[src/rtl/mine_pkg.sv]
// Shared game-state encoding, direction codes and helpers for the minesweeper controller.
package mine_pkg;

    typedef enum logic [2:0] {
        IDLE  = 3'd0,
        PLAY  = 3'd1,
        FLOOD = 3'd2,
        WON   = 3'd3,
        LOST  = 3'd4
    } gameStateT;

    localparam logic [1:0] DIR_RIGHT = 2'b00;
    localparam logic [1:0] DIR_UP    = 2'b01;
    localparam logic [1:0] DIR_LEFT  = 2'b10;
    localparam logic [1:0] DIR_DOWN  = 2'b11;

    localparam int BOMB_COUNT = 9;

    // Widest board the one-hot helper accepts; narrower vectors are zero-extended.
    localparam int MAX_CELLS = 256;

    function automatic logic isOneHot(input logic [MAX_CELLS-1:0] v);
        logic [8:0] ones;
        ones = '0;
        for (int i = 0; i < MAX_CELLS; i++) begin
            ones = ones + 9'(v[i]);
        end
        return (ones == 9'd1);
    endfunction

endpackage

[src/rtl/reveal_expand.sv]
// Maps a seed mask to the union of the 8-neighbourhoods of its set cells.
module reveal_expand #(
    parameter int GRID_SIZE = 3
) (
    input  logic [GRID_SIZE*GRID_SIZE-1:0] seed_i,
    output logic [GRID_SIZE*GRID_SIZE-1:0] expanded_o
);

    // Row/column bounds are checked explicitly so neighbours never wrap across rows.
    always_comb begin
        expanded_o = '0;
        for (int r = 0; r < GRID_SIZE; r++) begin
            for (int c = 0; c < GRID_SIZE; c++) begin
                for (int dr = -1; dr <= 1; dr++) begin
                    for (int dc = -1; dc <= 1; dc++) begin
                        if (!(dr == 0 && dc == 0) &&
                            (r + dr >= 0) && (r + dr < GRID_SIZE) &&
                            (c + dc >= 0) && (c + dc < GRID_SIZE)) begin
                            if (seed_i[(r + dr) * GRID_SIZE + (c + dc)]) begin
                                expanded_o[r * GRID_SIZE + c] = 1'b1;
                            end
                        end
                    end
                end
            end
        end
    end

endmodule

[src/rtl/mine_game_ctrl.sv]
// Minesweeper game controller: owns the bomb/reveal/flag/cursor grids and sequences
// reveals, flag toggles, cursor moves, flood-reveal and win/loss detection.
module mine_game_ctrl
    import mine_pkg::*;
#(
    parameter int GRID_SIZE  = 3,
    parameter int STATE_SIZE = 4
) (
    input  logic                                    clk,
    input  logic                                    reset,
    input  logic                                    start,
    input  logic [GRID_SIZE*GRID_SIZE-1:0]          bombMap,
    input  logic                                    btnMove,
    input  logic [1:0]                              btnDir,
    input  logic                                    btnReveal,
    input  logic                                    btnFlag,
    input  logic [STATE_SIZE*GRID_SIZE*GRID_SIZE-1:0] states,
    input  logic [GRID_SIZE*GRID_SIZE-1:0]          nextCursorGrid,
    output logic [GRID_SIZE*GRID_SIZE-1:0]          bombGrid,
    output logic [GRID_SIZE*GRID_SIZE-1:0]          revealGrid,
    output logic [GRID_SIZE*GRID_SIZE-1:0]          cursorGrid,
    output logic [GRID_SIZE*GRID_SIZE-1:0]          flagGrid,
    output logic                                    move,
    output logic [1:0]                              dir,
    output logic [2:0]                              gameState
);

    localparam int N = GRID_SIZE * GRID_SIZE;
    localparam logic [N-1:0] CURSOR_HOME = {1'b1, {(N-1){1'b0}}};

    gameStateT    state_q;
    logic [N-1:0] bombGrid_q;
    logic [N-1:0] revealGrid_q;
    logic [N-1:0] flagGrid_q;
    logic [N-1:0] cursorGrid_q;

    logic [N-1:0] zeroMask;
    logic [N-1:0] floodRing;
    logic [N-1:0] floodAdd;
    logic         cursorFlagged;
    logic         cursorRevealed;
    logic         cursorBomb;
    logic         cursorZero;
    logic         allCleared;
    logic         cursorStepValid;

    always_comb begin
        zeroMask = '0;
        for (int i = 0; i < N; i++) begin
            zeroMask[i] = (states[i*STATE_SIZE +: STATE_SIZE] == '0);
        end
    end

    reveal_expand #(
        .GRID_SIZE (GRID_SIZE)
    ) u_reveal_expand (
        .seed_i     (revealGrid_q & zeroMask),
        .expanded_o (floodRing)
    );

    assign floodAdd        = floodRing & ~revealGrid_q & ~bombGrid_q & ~flagGrid_q;
    assign cursorFlagged   = |(cursorGrid_q & flagGrid_q);
    assign cursorRevealed  = |(cursorGrid_q & revealGrid_q);
    assign cursorBomb      = |(cursorGrid_q & bombGrid_q);
    assign cursorZero      = |(cursorGrid_q & zeroMask);
    assign allCleared      = &(revealGrid_q | bombGrid_q);
    // A non-one-hot next cursor means the move ran into a wall, so the cursor holds.
    assign cursorStepValid = isOneHot(MAX_CELLS'(nextCursorGrid));

    // The move request to the board only fires when no higher-priority button is pressed.
    assign move = (state_q == PLAY) && btnMove && !btnReveal && !btnFlag;
    assign dir  = move ? btnDir : DIR_RIGHT;

    always_ff @(posedge clk) begin
        if (reset) begin
            state_q      <= IDLE;
            bombGrid_q   <= '0;
            revealGrid_q <= '0;
            flagGrid_q   <= '0;
            cursorGrid_q <= CURSOR_HOME;
        end else if (start) begin
            state_q      <= PLAY;
            bombGrid_q   <= bombMap;
            revealGrid_q <= '0;
            flagGrid_q   <= '0;
            cursorGrid_q <= CURSOR_HOME;
        end else begin
            case (state_q)
                PLAY: begin
                    if (allCleared) begin
                        state_q <= WON;
                    end else if (btnReveal) begin
                        if (!cursorFlagged && !cursorRevealed) begin
                            if (cursorBomb) begin
                                revealGrid_q <= revealGrid_q | bombGrid_q;
                                state_q      <= LOST;
                            end else begin
                                revealGrid_q <= revealGrid_q | cursorGrid_q;
                                if (cursorZero) begin
                                    state_q <= FLOOD;
                                end
                            end
                        end
                    end else if (btnFlag) begin
                        if (!cursorRevealed) begin
                            flagGrid_q <= flagGrid_q ^ cursorGrid_q;
                        end
                    end else if (move && cursorStepValid) begin
                        cursorGrid_q <= nextCursorGrid;
                    end
                end
                // One neighbour ring per cycle until the flood stops growing.
                FLOOD: begin
                    if (allCleared) begin
                        state_q <= WON;
                    end else if (floodAdd == '0) begin
                        state_q <= PLAY;
                    end else begin
                        revealGrid_q <= revealGrid_q | floodAdd;
                    end
                end
                default: begin
                end
            endcase
        end
    end

    assign bombGrid   = bombGrid_q;
    assign revealGrid = revealGrid_q;
    assign flagGrid   = flagGrid_q;
    assign cursorGrid = cursorGrid_q;
    assign gameState  = state_q;

endmodule
[config.mk]
export PLATFORM = sky130hd
export DESIGN_NAME = mine_game_ctrl
export DESIGN_NICKNAME = d
export VERILOG_FILES = /design/src/rtl/mine_pkg.sv /design/src/rtl/reveal_expand.sv /design/src/rtl/mine_game_ctrl.sv
export SDC_FILE = /design/constraint.sdc
export NUM_CORES = 1
export LEC_CHECK = 0
export ABC_CLOCK_PERIOD_IN_PS = 4530
export CAP_MARGIN = 20
export CELL_PAD_IN_SITES_DETAIL_PLACEMENT = 1
export CELL_PAD_IN_SITES_GLOBAL_PLACEMENT = 1
export CORE_ASPECT_RATIO = 1.25
export CORE_MARGIN = 2
export CORE_UTILIZATION = 28
export DETAILED_ROUTE_END_ITERATION = 6
export HOLD_SLACK_MARGIN = 0.12
export PLACE_DENSITY = 0.86
export REMOVE_ABC_BUFFERS = 1
export SLEW_MARGIN = 0
export SYNTH_ARGS = -nofsm -noshare
export SYNTH_HDL_FRONTEND = slang
export SYNTH_SLANG_ARGS = --single-unit
[constraint.sdc]
create_clock -name clk -period 4.53 [get_ports clk]
set_input_delay 0.906 -clock clk [delete_from_list [all_inputs] [get_ports clk]]
set_output_delay 0.906 -clock clk [all_outputs]
set_load 0.1 [all_outputs]
Word level (Yosys, flattened, before mapping)
Cells that the tools add are included.
Cells by class
  add/sub/neg operators: 8
  eq/ne operators: 16
  muxes and demuxes: 50
  bitwise operators: 19
  reductions and logical operators: 32
Operators with widths (count)
  AND 9 bit: 8
  two-way mux 9 bit: 6
  zero test 4 bit: 9
  OR reduction 9 bit: 4
  two-way mux 1 bit: 34
  inverter 9 bit: 3
  OR 9 bit: 3
  two-way mux 3 bit: 7
  AND reduction 5 bit: 4
  case mux 9 bit (2 select lines): 1
  != test 4 bit, second input constant: 3
  adder 8 x 1 -> 9 bit: 1
  == test 9 x 1 -> 1 bit, second input constant: 1
  zero test 9 bit: 1
  AND reduction 9 bit: 1
  XOR 9 bit: 1
  adder 7 x 1 -> 8 bit: 1
  != test 2 bit, second input constant: 4
  adder 6 x 1 -> 7 bit: 1
  adder 5 x 1 -> 6 bit: 1
  != test 3 bit, second input constant: 2
  case mux 3 bit (2 select lines): 1
  AND reduction 6 bit: 1
  adder 4 x 1 -> 5 bit: 1
  16 further kinds: 26
Word-level totals
  register bits after elaboration: 39
  input bits: 62
  output and inout port bits: 42
  word-level logic and storage cells: 131

Depth between registers and ports, before layout
Gate-level depths: netlist of the first run.
  depth in word-level cells: 18
  gate-level depth with buffers: 14
  mapped depth without buffers: 13

By module
A second synthesis of the first run with hierarchy kept.
Second synthesis, totals
  cell total of the unflattened synthesis: 278
  area, all modules: 2482.4 µm²
By module, submodules not included
  mine_game_ctrl: instances 1, cells an instance 265, area each 2393.5 µm², sequential area each 780.7 µm²
  reveal_expand: instances 1, cells an instance 13, area each 88.8 µm², sequential area each 0.0 µm²

Worst setup path after synthesis of the first run
Ideal clock, no wire load.
  kind: flip-flop to output port
  from: reg state_q[0] (netlist: gameState[0])
  to: out dir[0]
  arrival: 3.458 ns
  data required time: 3.624 ns
  setup slack: 0.166 ns
  stages on the path, launching flop included: 4
  path buffers: 0
  cell sequence: dfxtp_1 > or3b_4 > nor4b_4 > and2_1
On the way
  word-level cells in the longest chain between the ends: 5
Ends and longest elaborated chain
  start: declaration: line mine_game_ctrl.sv:31  | gameStateT state_q;
  start signal: assignment: line mine_game_ctrl.sv:76  | state_q <= IDLE;
  start signal: assignment: line mine_game_ctrl.sv:82  | state_q <= PLAY;
  start signal: assignment: line mine_game_ctrl.sv:91  | state_q <= WON;
  == test 3 x 1 -> 1 bit: line mine_game_ctrl.sv:71  | assign move = (state_q == PLAY) && btnMove && !btnReveal && !btnFlag;
  logical AND 1 bit (3 in a row): line mine_game_ctrl.sv:71
  named net move: line mine_game_ctrl.sv:23  | output logic move,
  two-way mux 2 bit: line mine_game_ctrl.sv:72  | assign dir = move ? btnDir : DIR_RIGHT;
  end: declaration: line mine_game_ctrl.sv:24  | output logic [1:0] dir,
The timed path passes the listed nets, and every way through them passes these cells.

Worst setup path after layout of the first run
  from: in nextCursorGrid[3]
  to: reg cursorGrid_q[1] (netlist: cursorGrid[1])
On the way
  word-level cells in the longest chain between the ends: 9
Ends and longest elaborated chain
  start: declaration: line mine_game_ctrl.sv:18  | input logic [GRID_SIZE*GRID_SIZE-1:0] nextCursorGrid,
  adder 3 x 1 -> 4 bit: line mine_pkg.sv:26  | ones = ones + 9'(v[i]);
  adder 4 x 1 -> 5 bit: line mine_pkg.sv:26
  adder 5 x 1 -> 6 bit: line mine_pkg.sv:26
  adder 6 x 1 -> 7 bit: line mine_pkg.sv:26
  adder 7 x 1 -> 8 bit: line mine_pkg.sv:26
  adder 8 x 1 -> 9 bit: line mine_pkg.sv:26
  == test 9 x 1 -> 1 bit: line mine_pkg.sv:28  | return (ones == 9'd1);
  logical AND 1 bit: line mine_game_ctrl.sv:108  | end else if (move && cursorStepValid) begin
  AND reduction 5 bit (no line)
  end signal: assignment: line mine_game_ctrl.sv:109  | cursorGrid_q <= nextCursorGrid;
  end: declaration: line mine_game_ctrl.sv:35  | logic [N-1:0] cursorGrid_q;
Every way passes these cells.
A chain may end at the register's enable or synchronous reset.

==> impl_metrics.py, run 1 <==
metrics = {
    "run_status": {
        "status": "completed",
    },
    "yosys": {
        "synth_area_leaders": "dfxtp_1, mux2i_1, nor2_1",
        "syn_inst": 274,
        "ys_types": 47,
        "synth-seq-area-share_pct": 31.31,
        "syn_avg_cell_area_sq_um": 9.101,
        "synth-main-ff-cell": "dfxtp_1",
        "yosysWarningCount": 0,
        "ys_seq_elements": 39,
        "async_flop_share_pct": 0,
        "syn-cell-area_sq_um": 2494,
        "synth-edff-count": 0,
        "synth_top_area_share_pct": 31.31,
        "synth_top_area_cell": "dfxtp_1",
    },
    "placement": {
        "io_buffers": 103,
        "placedCellCount": 492,
        "hpwl_um": 7638,
        "placed_area_sq_um": 3654,
        "place_congestion": 0.9562,
    },
    "cells_and_area": {
        "utilization_pct": 43.55,
        "area_growth_pct": 51.13,
        "n_antenna_cell": 0,
        "multiInputGateArea_sq_um": 1642,
        "postLayoutCellArea_sq_um": 3769,
        "drive_gt1_share_pct": 10.76,
        "num-fill-cells": 1026,
        "final_nets": 458,
        "layoutNonFillerInstCount": 501,
        "register_area_sq_um": 780.7,
    },
    "worst_setup_path": {
        "path_class": "in2reg",
        "end_kind": "flop",
        "crit_required_ns": 4.71,
        "reg2reg_from": "cursorGrid[7]",
        "cp-startpoint": "nextCursorGrid[3]",
        "worst-endpoint-arrival_ns": 4.64,
        "crit_top_cell": "fa_1",
        "r2r_cells": 7,
        "cp-start-kind": "primary input",
        "cp_slowest_cell": "fa_1",
        "path_max_fanout": 5,
        "path_cells": "buf_8, fa_1, inv_2, fa_1, fa_1, fa_2, inv_2, fa_1, nor2_1, nand3_1, or4_4, buf_6, mux2i_2, nor2_1",
        "slowest_delay_ns": 0.57,
        "r2r_end": "revealGrid[6]",
        "r2r_slack_ns": 1.86,
    },
    "power": {
        "p_int_w": 0.0005655,
        "p_per_area_nw_per_um2": 227.1,
        "power_frac_seq_pct": 42.9,
        "p_comb_share_pct": 29.0,
        "p_leak_nw": 1.540,
        "p_sw_share_pct": 33.92,
        "total_power_w": 0.0008557,
        "peakVddDrop_mv": 0.09819,
        "netSwitchingPower_w": 0.0002902,
        "clock_power_share_pct": 28.1,
    },
    "routing": {
        "num_vias": 2707,
        "routedWlPerCell_um": 19.29,
        "drt_wl_total_um": 9662,
        "viasPerCell": 5.403,
        "drtIter0Drc": 235,
        "drc": 0,
        "ant_nets": 0,
        "drtPass1Iterations": 4,
    },
    "timing": {
        "worstMarginPinSlew_ns": 0.9929,
        "grt_setup_unrepaired": "yes",
        "slew_headroom_pct": 33.60,
        "hold_violations": 0,
        "tns_ns": 0,
        "period_needed_ns": 4.464,
        "setup_viol": 0,
        "clock.fmax_mhz": 224.0,
        "period_share_pct": 98.55,
        "slew_viol_final": 0,
        "fin_skew_ns": 0.005918,
    },
    "global_routing": {
        "grt_pass1_wl_um": 15010,
        "gr-total-overflow": 0,
        "grt_max_degree": 21,
        "antenna_found_initial": 0,
        "first_global_vias": 2929,
        "grt_usage_pct": 20.29,
    },
    "clocking": {
        "cts_max_level": 2,
        "clockRootBuffer": "clkbuf_8",
        "post_cts_buffers": 0,
        "numCtsBuffers": 5,
        "cts_tree": "done",
        "clock_path_buffers": 2,
        "cts.sinks": 39,
        "clk_pin_slew_ns": 0.08,
        "clk_latency_ns": 0.30,
    },
    "die": {
        "core_region_area_sq_um": 8653,
        "die_area_sq_um": 9681,
        "initial_utilization_pct": 28.82,
        "row_count": 38,
        "die_width_um": 88.41,
        "die_h_um": 109.5,
        "io_pins": 104,
    },
    "worst_hold_path": {
        "hp-class": "reg2reg",
        "holdPathStages": 2,
        "worstHoldStart": "gameState[2]",
        "hold_end": "gameState[2]",
    },
    "job": {
        "max_cap_viol_count": 0,
    },
}
-- layer usage --
metal	up-vias	part of all wire, %	GRT usage (%)
li1	1245	-	-
met1	1292	38	22.47
met2	141	51	36.47
met3	29	7.4	3.453
met4	0	3.8	10.71
met5	-	0	0
-- layout make-up --
cell class	count	share of cell area, %
multi-input cells	215	43.56
repair buffers	108	28.29
flip-flops and latches	39	20.72
well taps	120	3.984
clock buffers	5	1.826
inverters	11	1.096
clock inverters	3	0.5312
-- flip-flops by register name (all words and copies together) (netlist names) --
signal / cells
bombGrid: 9
cursorGrid: 9
flagGrid: 9
gameState: 3
revealGrid: 9
-- critical path, delay by kind of cell --
| kind | cells | cell delay, ns |
|---|---|---|
| adders and majority gates | 5 | 2.36 |
| buffers and inverters | 4 | 0.37 |
| and+or+nand+nor | 4 | 0.81 |
| muxes | 1 | 0.19 |
-- through the flow --
step	hold slack, ns	worst slack [ns]
CTS	0.5784	0.02207
global route	0.6103	-0.07925
detailed placement	0.5623	-0.4355
global placement	0.5237	-0.2854
finish	0.5707	0.06582
floorplan	0.9404	0.08832
-- kinds of logic (layout without fill, tap and decap cells) --
kind of cell | Yosys count | in the layout | share of synthesized area (%)
DFF | 39 | 39 | 31.31
and+or+nand+nor | 99 | 99 | 21.83
buffers and inverters | 20 | 127 | 3.412
muxes | 35 | 35 | 14.05
adders and majority gates | 16 | 16 | 9.533
AOI/OAI and AO/OA | 65 | 65 | 19.87
-- worst max path at each step --
| stage | end | slack, ns | cells after the start |
|---|---|---|---|
| 2_1_floorplan | cursorGrid[3] | 0.09 | 12 |
| 3_3_place_gp | cursorGrid[7] | -0.29 | 14 |
| 3_5_place_dp | cursorGrid[1] | -0.44 | 14 |
| 4_1_cts | cursorGrid[7] | 0.02 | 14 |
| 5_1_grt | cursorGrid[1] | -0.08 | 14 |
| 6_report | cursorGrid[1] | 0.07 | 14 |
-- cell usage in the layout, fill, tap and decap left out, types with 2 or more instances in the layout --
| cell type | instances |
|---|---|
| clkdlybuf4s50_1 | 97 |
| nor2_1 | 40 |
| dfxtp_1 | 39 |
| mux2i_1 | 33 |
| a22oi_1 | 15 |
| a21oi_1 | 12 |
| nand2_1 | 11 |
| nor4_1 | 11 |
| ha_1 | 11 |
| inv_1 | 9 |
| nor3_1 | 8 |
| a22o_1 | 7 |
| buf_4 | 7 |
| o21a_1 | 5 |
| clkbuf_8 | 5 |
| o22ai_1 | 4 |
| a31oi_1 | 4 |
| a211oi_2 | 4 |
| fa_1 | 4 |
| o21ai_0 | 3 |
| nand4_1 | 3 |
| nand3_1 | 3 |
| or3_1 | 3 |
| and2_1 | 2 |
| inv_2 | 2 |
| or2_2 | 2 |
| a222oi_1 | 2 |
| nand3b_1 | 2 |
| or4_4 | 2 |
| o211ai_1 | 2 |
| nor2_4 | 2 |
| mux2i_2 | 2 |
| a311oi_1 | 2 |
| clkinvlp_4 | 2 |
| buf_6 | 2 |
-- power by group through the flow --
stage                     logic (W)  clock network (W)  registers [W]
final                      0.000248           0.000241       0.000367
after global routing       0.000264           0.000258       0.000369
after CTS                  0.000246           0.000244       0.000367
after detailed placement   0.000245                  0       0.000375
after global placement     0.000234                  0       0.000375
after floorplan           0.0000839                  0       0.000429
-- synth_stat cells, types with 2 or more instances --
| cell | number |
|---|---|
| buf_1 | 2 |
| o22ai_1 | 4 |
| o21a_1 | 5 |
| nor2_1 | 40 |
| a31oi_1 | 4 |
| a211oi_2 | 4 |
| or3_1 | 3 |
| nand2_1 | 11 |
| nand3_1 | 3 |
| a22oi_1 | 15 |
| a311oi_1 | 2 |
| nand3b_1 | 2 |
| and2_1 | 2 |
| o21ai_0 | 3 |
| mux2i_1 | 35 |
| buf_2 | 2 |
| nor4_1 | 11 |
| ha_1 | 11 |
| or2_2 | 2 |
| a222oi_1 | 2 |
| a21oi_1 | 12 |
| a22o_1 | 7 |
| fa_1 | 5 |
| nor2_4 | 2 |
| nor3_1 | 8 |
| inv_1 | 11 |
| o211ai_1 | 2 |
| dfxtp_1 | 39 |
| nand4_1 | 3 |
| clkbuf_1 | 4 |
| or4_1 | 2 |
-- repair_timing --
item | in CTS | in global routing
gates cloned | 1 | 0
hold buffers | 0 | 0
setup endpoints to repair | 9 | 9
pin swaps | 0 | 8
resized for setup | 6 | 17
No activity file was read; power rests on OpenSTA's default activity.
==> run 2, diff against run 1 <==
Settings changed: CORE_ASPECT_RATIO 1.25 to 1.5.
==> impl_metrics.py, run 2 (synthesized netlist as in run 1, its figures left out) <==
metrics = {
    "timing": {
        "period_share_pct": 96.28,
        "hold_violations": 0,
        "worstMarginPinSlew_ns": 0.9956,
        "setup_viol": 0,
        "tns_ns": 0,
        "period_needed_ns": 4.362,
        "slew_headroom_pct": 33.42,
        "slew_viol_final": 0,
        "fin_skew_ns": 0.003231,
        "fin_ws_ns": 0.1685,
        "grt_setup_unrepaired": "no",
        "clock.fmax_mhz": 229.3,
    },
    "global_routing": {
        "grt_pass1_wl_um": 14970,
        "gr-total-overflow": 0,
        "grt_usage_pct": 20.22,
        "first_global_vias": 2833,
        "grt_max_degree": 21,
        "antenna_found_initial": 0,
    },
    "power": {
        "p_per_area_nw_per_um2": 268.9,
        "p_leak_nw": 1.590,
        "total_power_w": 0.001026,
        "peakVddDrop_mv": 0.1546,
    },
    "clocking": {
        "cts_tree": "done",
        "clock_path_buffers": 2,
        "numCtsBuffers": 5,
        "clk_latency_ns": 0.28,
        "holdBufCountCts": 0,
        "post_cts_buffers": 0,
        "cts.sinks": 39,
        "cts_max_level": 2,
        "clockRootBuffer": "clkbuf_16",
        "clk_pin_slew_ns": 0.06,
    },
    "die": {
        "core_region_area_sq_um": 8723,
        "io_pins": 104,
        "initial_utilization_pct": 28.59,
        "die_width_um": 81.06,
        "die_area_sq_um": 9693,
        "die_h_um": 119.6,
        "row_count": 42,
    },
    "cells_and_area": {
        "n_antenna_cell": 0,
        "area_growth_pct": 52.94,
        "utilization_pct": 43.72,
        "num-fill-cells": 1029,
        "drive_gt1_share_pct": 9.737,
        "final_nets": 457,
        "layout_common_cells": "clkdlybuf4s50_1, nor2_1, dfxtp_1, mux2i_1, a22oi_1",
        "mostFrequentLayoutCell": "clkdlybuf4s50_1",
        "register_area_sq_um": 780.7,
        "multiInputGateArea_sq_um": 1634,
    },
    "run_status": {
        "status": "completed",
    },
    "worst_setup_path": {
        "worst-endpoint-arrival_ns": 4.52,
        "r2r_slack_ns": 2.02,
        "end_kind": "flop",
        "path_class": "in2reg",
        "crit_required_ns": 4.69,
        "path_max_fanout": 5,
        "cp-start-kind": "primary input",
    },
    "routing": {
        "routedWlPerCell_um": 19.73,
        "drt_wl_total_um": 9670,
        "drtPass1Iterations": 4,
        "num_vias": 2684,
        "ant_nets": 0,
        "drc": 0,
        "drtIter0Drc": 264,
        "viasPerCell": 5.478,
    },
    "placement": {
        "place_ws_ns": -0.4264,
        "io_buffers": 103,
        "place_congestion": 0.9776,
        "hpwl_um": 7491,
    },
    "worst_hold_path": {
        "hp-class": "reg2reg",
    },
    "job": {
        "max_cap_viol_count": 0,
    },
}
run 2: metrics by stage:
| step | hold WS [ns] | area, sq um | std cells |
|---|---|---|---|
| floorplan | 0.9404 | 2450 | 265 |
| global placement | 0.5267 | 3633 | 481 |
| detailed placement | 0.5589 | 3633 | 481 |
| CTS | 0.5646 | 3821 | 490 |
| global route | 0.5941 | 3814 | 490 |
| finish | 0.5684 | 3814 | 490 |
run 2: worst paths after layout:
path	from	to	cells after the start
min reg2reg	flagGrid[6]	flagGrid[6]	2
max	nextCursorGrid[1]	cursorGrid[0]	14
min	flagGrid[6]	flagGrid[6]	2
max reg2reg	cursorGrid[6]	revealGrid[7]	7
run 2: repair_timing:
item,4_1_cts,5_1_grt
gates resized for setup,7,8
gates cloned,1,0
pin swaps,2,9
endpoints found under the hold margin,0,0
setup endpoints to repair,9,9
run 2: critical path, stage by stage:
cell and delay [ns]:
clkbuf_2 0.10, fa_1 0.54, inv_1 0.05, fa_1 0.50
fa_1 0.44, fa_2 0.39, inv_2 0.06, fa_1 0.41
nor2_1 0.10, nand3_1 0.08, or4_4 0.56, buf_6 0.16
mux2i_1 0.16, nor2_1 0.07
run 2: final cells by class:
| type | count | share of cell area, % |
|---|---|---|
| inverters | 11 | 1.083 |
| well taps | 110 | 3.609 |
| flip-flops and latches | 39 | 20.47 |
| multi-input cells | 215 | 42.85 |
| clock buffers | 6 | 3.642 |
| repair buffers | 107 | 27.43 |
| clock inverters | 2 | 0.9186 |
run 2: power breakdown:
part	internal [W]	switching (W)	leakage, nW
Clock	0.000274	0.000138	0.0868
Combinational	0.000105	0.000139	1.19
Sequential	0.000351	0.0000176	0.317
Total	0.000731	0.000295	1.59
run 2: routing by layer:
metal / GRT usage [%] / share of wire, %
met3: 3.233 / 8.3
met4: 7.097 / 2.7
met1: 22.28 / 36
met5: 0 / 0
met2: 37.81 / 53
